File: config.mk
export PLATFORM = sky130hd
export DESIGN_NAME = multicycle_controller
export DESIGN_NICKNAME = d
export VERILOG_FILES = /design/src/rtl/cpu_defs.sv /design/src/rtl/controller_output_decoder.sv /design/src/rtl/multicycle_controller.sv
export SDC_FILE = /design/constraint.sdc
export NUM_CORES = 1
export LEC_CHECK = 0
export ABC_AREA = 1
export CORE_ASPECT_RATIO = 0.75
export CORE_MARGIN = 3
export CORE_UTILIZATION = 40
export CTS_CLUSTER_SIZE = 24
export DETAILED_ROUTE_END_ITERATION = 10
export PLACE_DENSITY = 0.81
export SLEW_MARGIN = 30
export SYNTH_ARGS = -nofsm -noshare
export SYNTH_HDL_FRONTEND = slang
export SYNTH_SLANG_ARGS = --single-unit
File: constraint.sdc
create_clock -name clock -period 1.32 [get_ports clock]
set_input_delay 0.264 -clock clock [delete_from_list [all_inputs] [get_ports clock]]
set_output_delay 0.264 -clock clock [all_outputs]
set_load 0.01 [all_outputs]
File: src/rtl/cpu_defs.sv
// Shared definitions for the multicycle RV32I controller: opcodes, FSM state
// encoding, datapath mux-select codes, trap causes and the control word.
package cpu_defs;

  localparam logic [6:0] OP_LOAD   = 7'b0000011;
  localparam logic [6:0] OP_STORE  = 7'b0100011;
  localparam logic [6:0] OP_R      = 7'b0110011;
  localparam logic [6:0] OP_I      = 7'b0010011;
  localparam logic [6:0] OP_BRANCH = 7'b1100011;
  localparam logic [6:0] OP_JAL    = 7'b1101111;
  localparam logic [6:0] OP_LUI    = 7'b0110111;

  typedef enum logic [3:0] {
    S_FETCH,
    S_DECODE,
    S_MEMADR,
    S_MEMREAD,
    S_MEMWB,
    S_MEMWRITE,
    S_EXECUTE_R,
    S_EXECUTE_I,
    S_ALUWB,
    S_BEQ,
    S_JAL,
    S_LUI,
    S_TRAP
  } state_t;

  localparam logic [1:0] SRC_A_PC     = 2'b00;
  localparam logic [1:0] SRC_A_OLD_PC = 2'b01;
  localparam logic [1:0] SRC_A_RS1    = 2'b10;

  localparam logic [1:0] SRC_B_RS2  = 2'b00;
  localparam logic [1:0] SRC_B_IMM  = 2'b01;
  localparam logic [1:0] SRC_B_FOUR = 2'b10;

  localparam logic [1:0] ALU_OP_ADD   = 2'b00;
  localparam logic [1:0] ALU_OP_SUB   = 2'b01;
  localparam logic [1:0] ALU_OP_FUNCT = 2'b10;

  localparam logic [1:0] RES_ALU_OUT    = 2'b00;
  localparam logic [1:0] RES_READ_DATA  = 2'b01;
  localparam logic [1:0] RES_ALU_DIRECT = 2'b10;
  localparam logic [1:0] RES_IMM        = 2'b11;

  typedef enum logic [1:0] {
    CAUSE_NONE    = 2'b00,
    CAUSE_ILLEGAL = 2'b01,
    CAUSE_TIMEOUT = 2'b10
  } trap_cause_t;

  // fetch_advance marks the fetch state: IR load and PC+4 update both wait
  // for the memory handshake, so the top level qualifies it with mem_ready.
  typedef struct packed {
    logic       mem_request;
    logic       mem_write;
    logic       adr_select;
    logic       fetch_advance;
    logic       pc_update;
    logic       branch;
    logic       reg_write;
    logic [1:0] src_a;
    logic [1:0] src_b;
    logic [1:0] alu_op;
    logic [1:0] result_select;
  } control_word_t;

  function automatic logic is_mem_state(input state_t s);
    return (s == S_FETCH) || (s == S_MEMREAD) || (s == S_MEMWRITE);
  endfunction

endpackage

File: src/rtl/controller_output_decoder.sv
// Moore control-word decoder: maps the current FSM state onto the datapath
// enables and mux selects. Anything a state does not mention stays 0.
module controller_output_decoder
  import cpu_defs::*;
(
  input  state_t        state,
  output control_word_t control
);

  // Default everything to 0, then raise only the fields each state uses.
  always_comb begin
    control = '0;
    case (state)
      S_FETCH: begin
        control.mem_request   = 1'b1;
        control.fetch_advance = 1'b1;
        control.src_a         = SRC_A_PC;
        control.src_b         = SRC_B_FOUR;
        control.alu_op        = ALU_OP_ADD;
        control.result_select = RES_ALU_DIRECT;
      end
      S_DECODE: begin
        control.src_a  = SRC_A_OLD_PC;
        control.src_b  = SRC_B_IMM;
        control.alu_op = ALU_OP_ADD;
      end
      S_MEMADR: begin
        control.src_a  = SRC_A_RS1;
        control.src_b  = SRC_B_IMM;
        control.alu_op = ALU_OP_ADD;
      end
      S_MEMREAD: begin
        control.mem_request = 1'b1;
        control.adr_select  = 1'b1;
      end
      S_MEMWB: begin
        control.result_select = RES_READ_DATA;
        control.reg_write     = 1'b1;
      end
      S_MEMWRITE: begin
        control.mem_request = 1'b1;
        control.mem_write   = 1'b1;
        control.adr_select  = 1'b1;
      end
      S_EXECUTE_R: begin
        control.src_a  = SRC_A_RS1;
        control.src_b  = SRC_B_RS2;
        control.alu_op = ALU_OP_FUNCT;
      end
      S_EXECUTE_I: begin
        control.src_a  = SRC_A_RS1;
        control.src_b  = SRC_B_IMM;
        control.alu_op = ALU_OP_FUNCT;
      end
      S_ALUWB: begin
        control.result_select = RES_ALU_OUT;
        control.reg_write     = 1'b1;
      end
      S_BEQ: begin
        control.src_a         = SRC_A_RS1;
        control.src_b         = SRC_B_RS2;
        control.alu_op        = ALU_OP_SUB;
        control.result_select = RES_ALU_OUT;
        control.branch        = 1'b1;
      end
      S_JAL: begin
        control.src_a         = SRC_A_OLD_PC;
        control.src_b         = SRC_B_FOUR;
        control.alu_op        = ALU_OP_ADD;
        control.result_select = RES_ALU_OUT;
        control.pc_update     = 1'b1;
      end
      S_LUI: begin
        control.result_select = RES_IMM;
        control.reg_write     = 1'b1;
      end
      default: control = '0;
    endcase
  end

endmodule

File: src/rtl/multicycle_controller.sv
// Sequencing FSM for the multicycle RV32I datapath: state register,
// next-state logic, memory wait watchdog and sticky trap latch. The control
// word itself comes from controller_output_decoder.
module multicycle_controller
  import cpu_defs::*;
#(
  parameter int TIMEOUT_CYCLES = 255
) (
  input  logic       clock,
  input  logic       reset,
  input  logic [6:0] opcode,
  input  logic       zero,
  input  logic       mem_ready,
  output logic       mem_request,
  output logic       mem_write,
  output logic       adr_select,
  output logic       ir_write,
  output logic       pc_write,
  output logic       reg_write,
  output logic [1:0] ALU_src_a,
  output logic [1:0] ALU_src_b,
  output logic [1:0] ALU_op,
  output logic [1:0] result_select,
  output logic       trap,
  output logic [1:0] trap_cause
);

  localparam int WAIT_W = $clog2(TIMEOUT_CYCLES + 1);
  // The last waiting cycle is the one where the count is about to reach
  // TIMEOUT_CYCLES, so the trap lands after exactly TIMEOUT_CYCLES waits.
  localparam logic [WAIT_W-1:0] WAIT_LAST = WAIT_W'(TIMEOUT_CYCLES - 1);

  state_t        state;
  state_t        next_state;
  trap_cause_t   pending_cause;
  trap_cause_t   cause_q;
  logic [WAIT_W-1:0] wait_count;
  logic          waiting;
  logic          wait_expired;
  control_word_t control;

  controller_output_decoder u_decoder (
    .state   (state),
    .control (control)
  );

  // A memory state with no ready this cycle is a wait cycle; ready always
  // beats an expiring watchdog.
  always_comb begin
    waiting      = is_mem_state(state) && !mem_ready;
    wait_expired = waiting && (wait_count == WAIT_LAST);
  end

  // Next-state selection, with the watchdog overriding any stalled state.
  always_comb begin
    next_state    = state;
    pending_cause = CAUSE_NONE;
    case (state)
      S_FETCH:     if (mem_ready) next_state = S_DECODE;
      S_DECODE: begin
        case (opcode)
          OP_LOAD, OP_STORE: next_state = S_MEMADR;
          OP_R:              next_state = S_EXECUTE_R;
          OP_I:              next_state = S_EXECUTE_I;
          OP_BRANCH:         next_state = S_BEQ;
          OP_JAL:            next_state = S_JAL;
          OP_LUI:            next_state = S_LUI;
          default: begin
            next_state    = S_TRAP;
            pending_cause = CAUSE_ILLEGAL;
          end
        endcase
      end
      S_MEMADR:    next_state = (opcode == OP_LOAD) ? S_MEMREAD : S_MEMWRITE;
      S_MEMREAD:   if (mem_ready) next_state = S_MEMWB;
      S_MEMWB:     next_state = S_FETCH;
      S_MEMWRITE:  if (mem_ready) next_state = S_FETCH;
      S_EXECUTE_R: next_state = S_ALUWB;
      S_EXECUTE_I: next_state = S_ALUWB;
      S_ALUWB:     next_state = S_FETCH;
      S_BEQ:       next_state = S_FETCH;
      S_JAL:       next_state = S_ALUWB;
      S_LUI:       next_state = S_FETCH;
      S_TRAP:      next_state = S_TRAP;
      default:     next_state = S_FETCH;
    endcase
    if (wait_expired) begin
      next_state    = S_TRAP;
      pending_cause = CAUSE_TIMEOUT;
    end
  end

  // State register; reset abandons whatever instruction was in flight.
  always_ff @(posedge clock) begin
    if (reset) state <= S_FETCH;
    else       state <= next_state;
  end

  // Wait counter counts consecutive stalled memory cycles; every non-waiting
  // cycle clears it, so each memory state starts counting from 0.
  always_ff @(posedge clock) begin
    if (reset)                        wait_count <= '0;
    else if (waiting && !wait_expired) wait_count <= wait_count + WAIT_W'(1);
    else                              wait_count <= '0;
  end

  // Trap flag and cause capture the first trap only and hold until reset.
  always_ff @(posedge clock) begin
    if (reset) begin
      trap    <= 1'b0;
      cause_q <= CAUSE_NONE;
    end else if (!trap && next_state == S_TRAP) begin
      trap    <= 1'b1;
      cause_q <= pending_cause;
    end
  end

  assign trap_cause = cause_q;

  // Enables are suppressed while reset is high so nothing is written after a
  // mid-instruction reset; selects pass straight through.
  always_comb begin
    mem_request   = control.mem_request & ~reset;
    mem_write     = control.mem_write & ~reset;
    ir_write      = control.fetch_advance & mem_ready & ~reset;
    pc_write      = ~reset & (control.pc_update
                              | (control.fetch_advance & mem_ready)
                              | (control.branch & zero));
    reg_write     = control.reg_write & ~reset;
    adr_select    = control.adr_select;
    ALU_src_a     = control.src_a;
    ALU_src_b     = control.src_b;
    ALU_op        = control.alu_op;
    result_select = control.result_select;
  end

endmodule

==> flow_summary.toml, run 1 <==
[final_layout]
layout-area-overhead-vs-synth_pct = 87.01
num-fill-cells = 138
n_antenna_cell = 0
drive_gt1_share_pct = 52.34
combined_flip_flop_and_latch_cell_area_um2 = 315.3
post-route-cell-area_um2 = 1982
multi_input_comb_area_um2 = 882.1
final_nets = 249

[clocking]
cts_num_sinks = 15
ctsRootBufferMaster = "sky130_fd_sc_hd__clkbuf_4"
cts-root-to-sink-buffers = 2
clock_edge_transition_at_the_registers_on_the_reported_setup_and_hold_paths_ns = 0.10
post_cts_hold_buffer_count = 0
cts_inserted_buffers = 3
ctsHtreeMaxLevel = 1
clock_tree_from_tritoncts = "yes"
clk_lat_worst_skew_ns = 0.31

[worst_hold_path]
min_from = "trap_cause[1]$_SDFFE_PP0P_"
hold-path-endpoint = "trap_cause[1]$_SDFFE_PP0P_"
timing.hold.worst.class = "reg2reg"
min_path_cells = 2

[route]
route.detailed.vias_per_inst = 5.494
totalWireLength_um = 4613
post-route-drc-count = 0
dr_total_vias = 1478
drt_pass1_iterations = 7
routedWlPerCell_um = 17.15
detailedRoute.firstIterationViolations = 114
route.antenna.remaining_nets = 0

[critical_path]
worst-endpoint-arrival_ns = 1.47
crit_path_max_fanout = 7
critical_path_required_ns = 1.06
critPathLaunchType = "register"
crit-reg2reg-launch = "state[1]$_SDFF_PP0_"
cp-end-kind = "output pin"
critical_path.reg2reg.endpoint = "trap_cause[0]$_SDFFE_PP0P_"
crit_start = "state[1]$_SDFF_PP0_"
critPathKind = "reg2out"
r2r_worst_path_depth = 14
worst-r2r-setup-slack_ns = -0.33

[logic_synthesis]
synthesis.area_per_instance_um2 = 6.423
synth.most_common_cell = "sky130_fd_sc_hd__nand2_1"
synthDominantAreaCellType = "sky130_fd_sc_hd__dfxtp_1"
synthDistinctLibCells = 28
post_synth_and_or_nand_nor_area_fraction_pct = 46.75
syn_nets = 178
synth-seq-cells = 15
asyncSetResetFlopFracSynth_pct = 0
yosys.area.top_type_share_pct = 28.34
yosysSeqAreaShare_pct = 28.34
number_of_enable_flip_flop_cells_after_synthesis = 0
synth_compound_area_share_pct = 8.619
ys_top_cells_by_count = "sky130_fd_sc_hd__nand2_1, sky130_fd_sc_hd__nor2_1, sky130_fd_sc_hd__inv_1, sky130_fd_sc_hd__dfxtp_1, sky130_fd_sc_hd__nand3_1"
synth-adder-area-share_pct = 2.361
syn_inst = 165
netlist_area_um2 = 1060
yosys_warnings = 0
synth.top_cells.by_area = "sky130_fd_sc_hd__dfxtp_1, sky130_fd_sc_hd__nand2_1, sky130_fd_sc_hd__nor2_1"
synth_ff_type = "sky130_fd_sc_hd__dfxtp_1"
synth_xor_area_share_pct = 3.306
synth.area.mux_share_pct = 0
synth_top_family_by_area = "simple AND/OR/NAND/NOR gates"

[sta]
count_of_endpoints_failing_hold_in_the_final_timing_report = 0
post-route-min-period_ns = 1.735
final_max_slew_viol_count = 0
final-setup-viol-count = 23
slew_headroom_pct = 81.77
final_worst_path_cycle_share_pct = 131.5
rsz_0062_raised_after_global_routing = "yes"
post-route-worst-setup-slack_ns = -0.4152
clock.fmax_mhz = 576.3
fin_skew_ns = 0.01155
worst_pin_slew_ns = 0.2727

[global_routing]
globalRouteTotalUtil_pct = 24.98
maximum_number_of_pins_on_one_net_before_global_route_repair = 9
grt_first_pass_wirelength_um = 6396
antenna_found_initial = 0
gr-total-overflow = 0
grt_pass1_vias = 1408

[placement]
post-dp-hpwl_um = 2378
detailed_place.area_um2 = 1594
port-buffer-count = 27
pre_cts_ws_ns = -0.5349
globalplace.congestion = 0.8911

[power_and_ir_drop]
leakage_nw = 0.9994
max-vdd-ir-drop_mv = 0.5816
power_per_cell_area_nw_per_um2 = 618.3
post-layout-total-power_w = 0.001225

[floorplanning]
die_y_um = 50.58
pin_count = 28
chipWidth_um = 65.44
initial_utilization_pct = 44.11
std_cell_rows = 15
fp.coreArea_um2 = 2402
dieArea_um2 = 3309

[flow_run]
maxcap_violations = 0

[status]
violations_in_the_final_reports = "setup timing"
outcome = "complete, but fails checks"
## cells in the final DEF, fill, tap and decap left out, drive strengths merged, types with 2 or more instances in the layout
cell           synthesis  layout
ha                     2       2
nand4                  4       4
dlygate4sd2            0       4
xnor2                  2       2
nand3                 16      16
dlymetal6s2s           0       3
dfxtp                 15      15
clkdlybuf4s50          0       7
o21ai                  4       4
xor2                   2       2
nor2                  34      34
inv                   27      27
a21oi                  4       4
a31oi                  2       2
nand2                 44      44
buf                    2      52
clkbuf                 0       5
## final cells by class
type,instances,share of cell area (%)
inverter,27,5.997
sequential,15,15.91
clock buffer,4,1.326
tap,34,2.146
multi-input combinational,121,44.51
timing repair buffer,68,30.11
## layer usage
| metal | vias up | GRT usage, % | part of all wire (%) |
|---|---|---|---|
| met1 | 676 | 30.05 | 39 |
| met5 | - | 0 | 0 |
| met2 | 105 | 43.70 | 48 |
| met3 | 32 | 4.251 | 8.2 |
| li1 | 665 | - | - |
| met4 | 0 | 10.34 | 4.6 |
## power by group
group,switching [W],internal [W],leakage [nW],total (W)
Combinational,0.000236,0.000215,0.860,0.000451
Sequential,0.0000245,0.000461,0.124,0.000486
Clock,0.000170,0.000118,0.0150,0.000288
## sequential cells by signal, indices dropped and copies added, names as in the netlist
register and flops:
state 4, trap 1, trap_cause 2, wait_count 8
## metrics by stage
stage                     TNS [ns]  util [%]  std cells  hold slack [ns]
after floorplan                  0         -        165           0.4300
final                       -5.761     82.50        269           0.4666
after global routing        -7.113     82.50        269           0.4896
after CTS                   -4.447     74.90        264           0.4665
after detailed placement    -8.929     66.35        255           0.4542
after global placement      -7.794     66.35        255           0.4528
## worst max-delay path by stage
stage / end / slack (ns)
3_5_place_dp: pc_write / -0.53
5_1_grt: pc_write / -0.50
3_3_place_gp: pc_write / -0.52
4_1_cts: pc_write / -0.31
6_report: pc_write / -0.42
2_1_floorplan: trap_cause[1]$_SDFFE_PP0P_ / 0.01
## repair_timing
item                                    CTS  global route
pin swaps                                17            20
setup buffers                             5             6
endpoints found under the setup margin   32            29
resized for setup                       112            42
## cells by family (layout without fill, tap and decap cells)
kind of cell	after synthesis	in the layout
DFF	15	15
xor gates and xnor gates	4	4
AOI/OAI and AO/OA	13	13
and+or+nand+nor	102	102
adders and majority gates	2	2
buffers and inverters	29	99
## worst max-delay path, stage by stage (launching register included)
cell and delay [ns]:
sky130_fd_sc_hd__dfxtp_4 0.41, sky130_fd_sc_hd__buf_6 0.13, sky130_fd_sc_hd__nor2_4 0.09, sky130_fd_sc_hd__nand2_2 0.06, sky130_fd_sc_hd__inv_2 0.06, sky130_fd_sc_hd__nand2_2 0.05, sky130_fd_sc_hd__a31oi_1 0.19, sky130_fd_sc_hd__buf_2 0.17
Note: power is estimated with default switching activity, not from simulation.
==> inputs of run 2 (changes only) <==
--- a/config.mk
+++ b/config.mk
@@ -7,9 +7,8 @@
 export LEC_CHECK = 0
 export ABC_AREA = 1
 export CORE_ASPECT_RATIO = 0.75
-export CORE_MARGIN = 3
 export CORE_UTILIZATION = 40
-export CTS_CLUSTER_SIZE = 24
+export CTS_CLUSTER_SIZE = 40
 export DETAILED_ROUTE_END_ITERATION = 10
 export PLACE_DENSITY = 0.81
 export SLEW_MARGIN = 30
==> flow_summary.toml, run 2 (synthesized netlist as in run 1, its figures left out) <==
[status]
outcome = "complete, but fails checks"
violations_in_the_final_reports = "setup timing"

[route]
route.detailed.vias_per_inst = 5.395
totalWireLength_um = 4359
dr_total_vias = 1462
routedWlPerCell_um = 16.08
route.antenna.remaining_nets = 0
drt_pass1_iterations = 4
post-route-drc-count = 0
detailedRoute.firstIterationViolations = 51

[sta]
final_max_slew_viol_count = 0
clock.fmax_mhz = 607.2
slew_headroom_pct = 83.85
final-setup-viol-count = 29
count_of_endpoints_failing_hold_in_the_final_timing_report = 0
fin_skew_ns = 0.0006798
post-route-worst-setup-slack_ns = -0.3269
post-route-min-period_ns = 1.647
rsz_0062_raised_after_global_routing = "yes"
final_worst_path_cycle_share_pct = 124.8
worst_pin_slew_ns = 0.2414

[critical_path]
delay_of_the_slowest_critical_path_stage_ns = 0.44
crit_start = "state[2]$_SDFF_PP0_"
worst-endpoint-arrival_ns = 1.38
path_buf_inv = 2
crit-reg2reg-launch = "state[0]$_SDFF_PP0_"
worst_path_dominant_cell_family = "flip-flops"
crit_path_max_fanout = 6
timing.critical_path.cells = "nand2_4, nor2_4, inv_4, a31oi_4, buf_6"
cp-end-kind = "output pin"
critical_path_required_ns = 1.06
critPathLaunchType = "register"
timing.critical_path.slowest_stage_cell = "sky130_fd_sc_hd__dfxtp_4"
critPathKind = "reg2out"

[final_layout]
post_layout_nonfiller_instances = 271
drive_gt1_share_pct = 51.05
most_frequent_cells_in_the_layout = "sky130_fd_sc_hd__buf_4, sky130_fd_sc_hd__nand2_1, sky130_fd_sc_hd__nor2_1, sky130_fd_sc_hd__inv_1, sky130_fd_sc_hd__buf_6"
combined_flip_flop_and_latch_cell_area_um2 = 312.8
largest_reg_flops = 8
multi_input_comb_area_um2 = 830.8
num-fill-cells = 162
final_nets = 251
n_antenna_cell = 0
layout-area-overhead-vs-synth_pct = 81.35
layout_commonest_cell = "sky130_fd_sc_hd__buf_4"
regMostFlops = "wait_count"

[floorplanning]
initial_utilization_pct = 44.11
die_y_um = 46.58
std_cell_rows = 15
dieArea_um2 = 2861
chipWidth_um = 61.44
fp.coreArea_um2 = 2402
pin_count = 28

[power_and_ir_drop]
power_frac_seq_pct = 40.4
post-layout-total-power_w = 0.001191
p_clk_share_pct = 22.5
p_sw_w = 0.0003995
share_comb_of_total_power_pct = 37.1
cell_int_power_w = 0.0007916
max-vdd-ir-drop_mv = 0.6191
leakage_nw = 0.9399
power.switching_fraction_pct = 33.54
power_per_cell_area_nw_per_um2 = 619.8

[placement]
port-buffer-count = 27
post-dp-hpwl_um = 2351
globalplace.congestion = 0.9118
pre_cts_ws_ns = -0.5418
placed_cells_incl_taps = 256

[global_routing]
gr-total-overflow = 0
grtUsageMet2_pct = 50.87
globalRouteMet1Util_pct = 34.56
grt_pass1_vias = 1282
grt_busiest_layer = "met2"
maximum_number_of_pins_on_one_net_before_global_route_repair = 9
grt_first_pass_wirelength_um = 5920
globalRouteTotalUtil_pct = 29.54
globalRouteMet3Util_pct = 8.708
antenna_found_initial = 0

[clocking]
clock_edge_transition_at_the_registers_on_the_reported_setup_and_hold_paths_ns = 0.09
ctsHtreeMaxLevel = 1
cts-root-to-sink-buffers = 2
clock_tree_from_tritoncts = "yes"
ctsRootBufferMaster = "sky130_fd_sc_hd__clkbuf_4"
cts_num_sinks = 15
cts_inserted_buffers = 3
post_cts_hold_buffer_count = 0
clk_lat_worst_skew_ns = 0.28

[worst_hold_path]
timing.hold.worst.class = "reg2reg"
min_from = "trap_cause[1]$_SDFFE_PP0P_"

[flow_run]
maxcap_violations = 0
==> run 2: cell types whose count changed in the layout (fill, tap and decap cells not counted), moves of 3 or more <==
| cell | previous run | this run |
|---|---|---|
| sky130_fd_sc_hd__nand3_2 | 10 | 5 |
| sky130_fd_sc_hd__nand2_4 | 8 | 4 |
| sky130_fd_sc_hd__nand3_1 | 4 | 8 |
| sky130_fd_sc_hd__a21oi_2 | 1 | 4 |
| sky130_fd_sc_hd__buf_2 | 5 | 8 |
| sky130_fd_sc_hd__clkdlybuf4s50_1 | 7 | 10 |
| sky130_fd_sc_hd__dlymetal6s2s_1 | 3 | 0 |
| sky130_fd_sc_hd__nand2_1 | 27 | 30 |
==> run 2: metrics by stage <==
| step | util, % | hold WS, ns | instance area [um2] | TNS, ns |
|---|---|---|---|---|
| floorplan | - | 0.4300 | 1060 | 0 |
| global placement | 66.67 | 0.4522 | 1602 | -7.902 |
| detailed placement | 66.67 | 0.4545 | 1602 | -8.887 |
| CTS | 73.18 | 0.4683 | 1758 | -3.932 |
| global route | 80.00 | 0.4949 | 1922 | -7.077 |
| finish | 80.00 | 0.4751 | 1922 | -5.304 |
==> run 2: power groups by stage <==
stage	registers [W]	logic, W	clock network (W)
after global placement	0.000486	0.000331	0
after global routing	0.000482	0.000471	0.000290
final	0.000482	0.000442	0.000267
after CTS	0.000480	0.000375	0.000266
after floorplan	0.000487	0.000151	0
after detailed placement	0.000487	0.000342	0
==> run 2: path summary, 6_finish.rpt <==
| kind | endpoint | cells past startpoint | slack, ns |
|---|---|---|---|
| worst min-delay path | trap_cause[1]$_SDFFE_PP0P_ | 2 | 0.48 |
| worst min register to register | trap_cause[1]$_SDFFE_PP0P_ | 2 | 0.48 |
| worst max register to register | trap_cause[0]$_SDFFE_PP0P_ | 14 | -0.29 |
| worst max-delay path | mem_request | 5 | -0.33 |
==> run 2: layout make-up <==
cell class,count,share of cell area (%)
clock buffer,4,1.367
inverter,27,5.794
multi-input combinational,121,43.23
sequential,15,16.28
tap,34,2.214
timing repair buffer,70,31.12
==> run 2: repair_timing <==
| item | CTS | global route |
|---|---|---|
| setup endpoints to repair | 32 | 29 |
| pin swaps | 14 | 14 |
| resized for setup | 106 | 34 |
| buffers inserted | 7 | 4 |
==> run 2: layer usage <==
layer	routed length, um	vias to the layer above
met4	254	0
met5	0	-
li1	-	674
met3	349	30
met1	1660	666
met2	2095	92
==> run 2: tightest hold or removal path: cells and delay by family (launching register included) <==
family | cells | cell delay [ns]
compound gates | 1 | 0.04
simple gates | 1 | 0.07
flops | 1 | 0.32
==> inputs of run 3 (changes only) <==
--- a/config.mk
+++ b/config.mk
@@ -10,8 +10,9 @@
 export CORE_UTILIZATION = 40
 export CTS_CLUSTER_SIZE = 40
 export DETAILED_ROUTE_END_ITERATION = 10
-export PLACE_DENSITY = 0.81
+export PLACE_DENSITY = 0.8
 export SLEW_MARGIN = 30
 export SYNTH_ARGS = -nofsm -noshare
 export SYNTH_HDL_FRONTEND = slang
+export SYNTH_HIERARCHICAL = 1
 export SYNTH_SLANG_ARGS = --single-unit
==> flow_summary.toml, run 3 <==
[logic_synthesis]
synthesis.area_per_instance_um2 = 6.199
synth.top_cells.by_area = "sky130_fd_sc_hd__dfxtp_1, sky130_fd_sc_hd__nand2_1, sky130_fd_sc_hd__inv_1"
yosys.area.top_type_share_pct = 27.68
synthDominantAreaCellType = "sky130_fd_sc_hd__dfxtp_1"
number_of_enable_flip_flop_cells_after_synthesis = 0
synthDistinctLibCells = 25
netlist_area_um2 = 1085
asyncSetResetFlopFracSynth_pct = 0
yosys_warnings = 6
synth_ff_type = "sky130_fd_sc_hd__dfxtp_1"
yosysSeqAreaShare_pct = 27.68
synth-seq-cells = 15
syn_nets = 188
syn_inst = 175
ys_top_cells_by_count = "sky130_fd_sc_hd__nand2_1, sky130_fd_sc_hd__inv_1, sky130_fd_sc_hd__nor2_1, sky130_fd_sc_hd__dfxtp_1, sky130_fd_sc_hd__nand3_1"
synth.most_common_cell = "sky130_fd_sc_hd__nand2_1"

[final_layout]
final_nets = 257
layout_commonest_cell = "sky130_fd_sc_hd__buf_4"
layout-area-overhead-vs-synth_pct = 79.12
fin_util_pct = 80.26
combined_flip_flop_and_latch_cell_area_um2 = 315.3
regMostFlops = "wait_count"
multi_input_comb_area_um2 = 900.9
largest_reg_flops = 8
num-fill-cells = 139
most_frequent_cells_in_the_layout = "sky130_fd_sc_hd__buf_4, sky130_fd_sc_hd__nand2_1, sky130_fd_sc_hd__inv_1, sky130_fd_sc_hd__nor2_1, sky130_fd_sc_hd__nand2_2"
n_antenna_cell = 0
drive_gt1_share_pct = 53.50

[route]
route.detailed.vias_per_inst = 5.329
drt_pass1_iterations = 4
detailedRoute.firstIterationViolations = 74
post-route-drc-count = 0
dr_total_vias = 1476
totalWireLength_um = 4268
route.antenna.remaining_nets = 0
routedWlPerCell_um = 15.41

[critical_path]
crit_start = "state[2]$_SDFF_PP0_"
timing.critical_path.cells = "inv_1, nor2_4, buf_6, nand2_1, nand3_1, buf_2"
worst-endpoint-arrival_ns = 1.45
worst_path_dominant_cell_family = "flip-flops"
crit-reg2reg-launch = "state[2]$_SDFF_PP0_"
delay_of_the_slowest_critical_path_stage_ns = 0.41
path_buf_inv = 3
critPathLaunchType = "register"
critical_path_required_ns = 1.06
critPathKind = "reg2out"
cp-end-kind = "output pin"
crit_path_max_fanout = 4
timing.critical_path.slowest_stage_cell = "sky130_fd_sc_hd__dfxtp_4"

[global_routing]
antenna_found_initial = 0
globalRouteTotalUtil_pct = 23.08
gr-total-overflow = 0
grt_first_pass_wirelength_um = 5161
grt_pass1_vias = 1253
maximum_number_of_pins_on_one_net_before_global_route_repair = 10

[power_and_ir_drop]
p_clk_share_pct = 24.0
cell_int_power_w = 0.0007802
max-vdd-ir-drop_mv = 0.6482
p_sw_w = 0.0004471
power.switching_fraction_pct = 36.43
share_comb_of_total_power_pct = 36.7
power_per_cell_area_nw_per_um2 = 631.6
leakage_nw = 0.8950
power_frac_seq_pct = 39.3

[status]
violations_in_the_final_reports = "setup timing"
outcome = "complete, but fails checks"

[clocking]
clock_tree_from_tritoncts = "yes"
clock_edge_transition_at_the_registers_on_the_reported_setup_and_hold_paths_ns = 0.11
clk_lat_worst_skew_ns = 0.31
cts_num_sinks = 15
cts-root-to-sink-buffers = 2
cts_inserted_buffers = 3
post_cts_hold_buffer_count = 0
ctsHtreeMaxLevel = 1
ctsRootBufferMaster = "sky130_fd_sc_hd__clkbuf_4"

[placement]
post-dp-hpwl_um = 2608
port-buffer-count = 27
globalplace.congestion = 0.8836

[sta]
rsz_0062_raised_after_global_routing = "yes"
slew_headroom_pct = 80.76
clock.fmax_mhz = 583.3
fin_skew_ns = 0.008006
worst_pin_slew_ns = 0.2869
count_of_endpoints_failing_hold_in_the_final_timing_report = 0
final_worst_path_cycle_share_pct = 129.9
post-route-min-period_ns = 1.714
finalSetupTns_ns = -6.291
final-setup-viol-count = 23
post-route-worst-setup-slack_ns = -0.3943
final_max_slew_viol_count = 0

[floorplanning]
dieArea_um2 = 2926
chipWidth_um = 62.13
pin_count = 28
initial_utilization_pct = 44.81
std_cell_rows = 15
fp.coreArea_um2 = 2421
die_y_um = 47.10

[flow_run]
maxcap_violations = 0

[worst_hold_path]
timing.hold.worst.class = "reg2reg"
min_from = "wait_count[4]$_SDFF_PP0_"
-- run 3: worst reg2reg max path, cell delays in order (launching register included) --
cell                       delay, ns
sky130_fd_sc_hd__dfxtp_4        0.39
sky130_fd_sc_hd__buf_6          0.14
sky130_fd_sc_hd__nor2_4         0.17
sky130_fd_sc_hd__nand3_2        0.13
sky130_fd_sc_hd__o211ai_1       0.28
sky130_fd_sc_hd__nor2_2         0.10
sky130_fd_sc_hd__nand3_4        0.10
sky130_fd_sc_hd__nand3_4        0.10
sky130_fd_sc_hd__nand2_1        0.07
sky130_fd_sc_hd__nand2_1        0.05
sky130_fd_sc_hd__nor2_2         0.07
-- run 3: through the flow --
stage          power (W)  instances  cell area [um2]  hold WS [ns]  worst slack [ns]
3_5_place_dp   0.0008245        260             1584        0.4779           -0.5589
3_3_place_gp   0.0008071        260             1584        0.4718           -0.4466
6_report        0.001227        277             1943        0.5121           -0.3943
4_1_cts         0.001105        268             1690        0.4906           -0.3163
5_1_grt         0.001274        277             1943        0.5484           -0.4563
2_1_floorplan  0.0006476        175             1087        0.4407           0.02024
-- run 3: path summary, 6_finish.rpt --
check	to	slack, ns	cells past startpoint
worst max-delay path	ALU_src_b[0]	-0.39	6
worst min-delay path	wait_count[4]$_SDFF_PP0_	0.51	2
worst max register to register	trap_cause[1]$_SDFFE_PP0P_	-0.33	10
worst min register to register	wait_count[4]$_SDFF_PP0_	0.51	2
-- run 3: cell type report --
| type | instances | share of cell area, % |
|---|---|---|
| Sequential cell | 15 | 16.23 |
| Timing Repair Buffer | 65 | 27.69 |
| Multi-Input combinational cell | 128 | 46.36 |
| Clock buffer | 3 | 1.159 |
| Inverter | 31 | 6.117 |
| Clock inverter | 1 | 0.2576 |
| Tap cell | 34 | 2.189 |
-- run 3: logic make-up after synthesis --
logic type	Yosys count	share of synthesized area (%)
DFF	15	27.68
adders and majority gates	2	2.306
and+or+nand+nor	109	48.56
AOI/OAI and AO/OA	14	7.958
buffers and inverters	32	11.07
xor gates and xnor gates	3	2.423
-- run 3: power by group through the flow --
stage | logic [W] | clock network (W) | registers [W]
5_1_grt | 0.000476 | 0.000314 | 0.000484
3_5_place_dp | 0.000336 | 0 | 0.000488
3_3_place_gp | 0.000321 | 0 | 0.000486
6_report | 0.000451 | 0.000294 | 0.000482
2_1_floorplan | 0.000153 | 0 | 0.000495
4_1_cts | 0.000350 | 0.000275 | 0.000480
-- run 3: layer usage --
metal	track usage (%)	up-vias	share of wire [%]
met5	0	-	0
met1	25.62	673	39
met3	5.825	22	7.7
met2	43.30	81	49
met4	12.09	0	4.8
li1	-	700	-
-- run 3: repair_timing --
item	in CTS	in global routing
resized for setup	92	55
pin swaps	6	31
endpoints found under the setup margin	32	29
buffers inserted	4	9
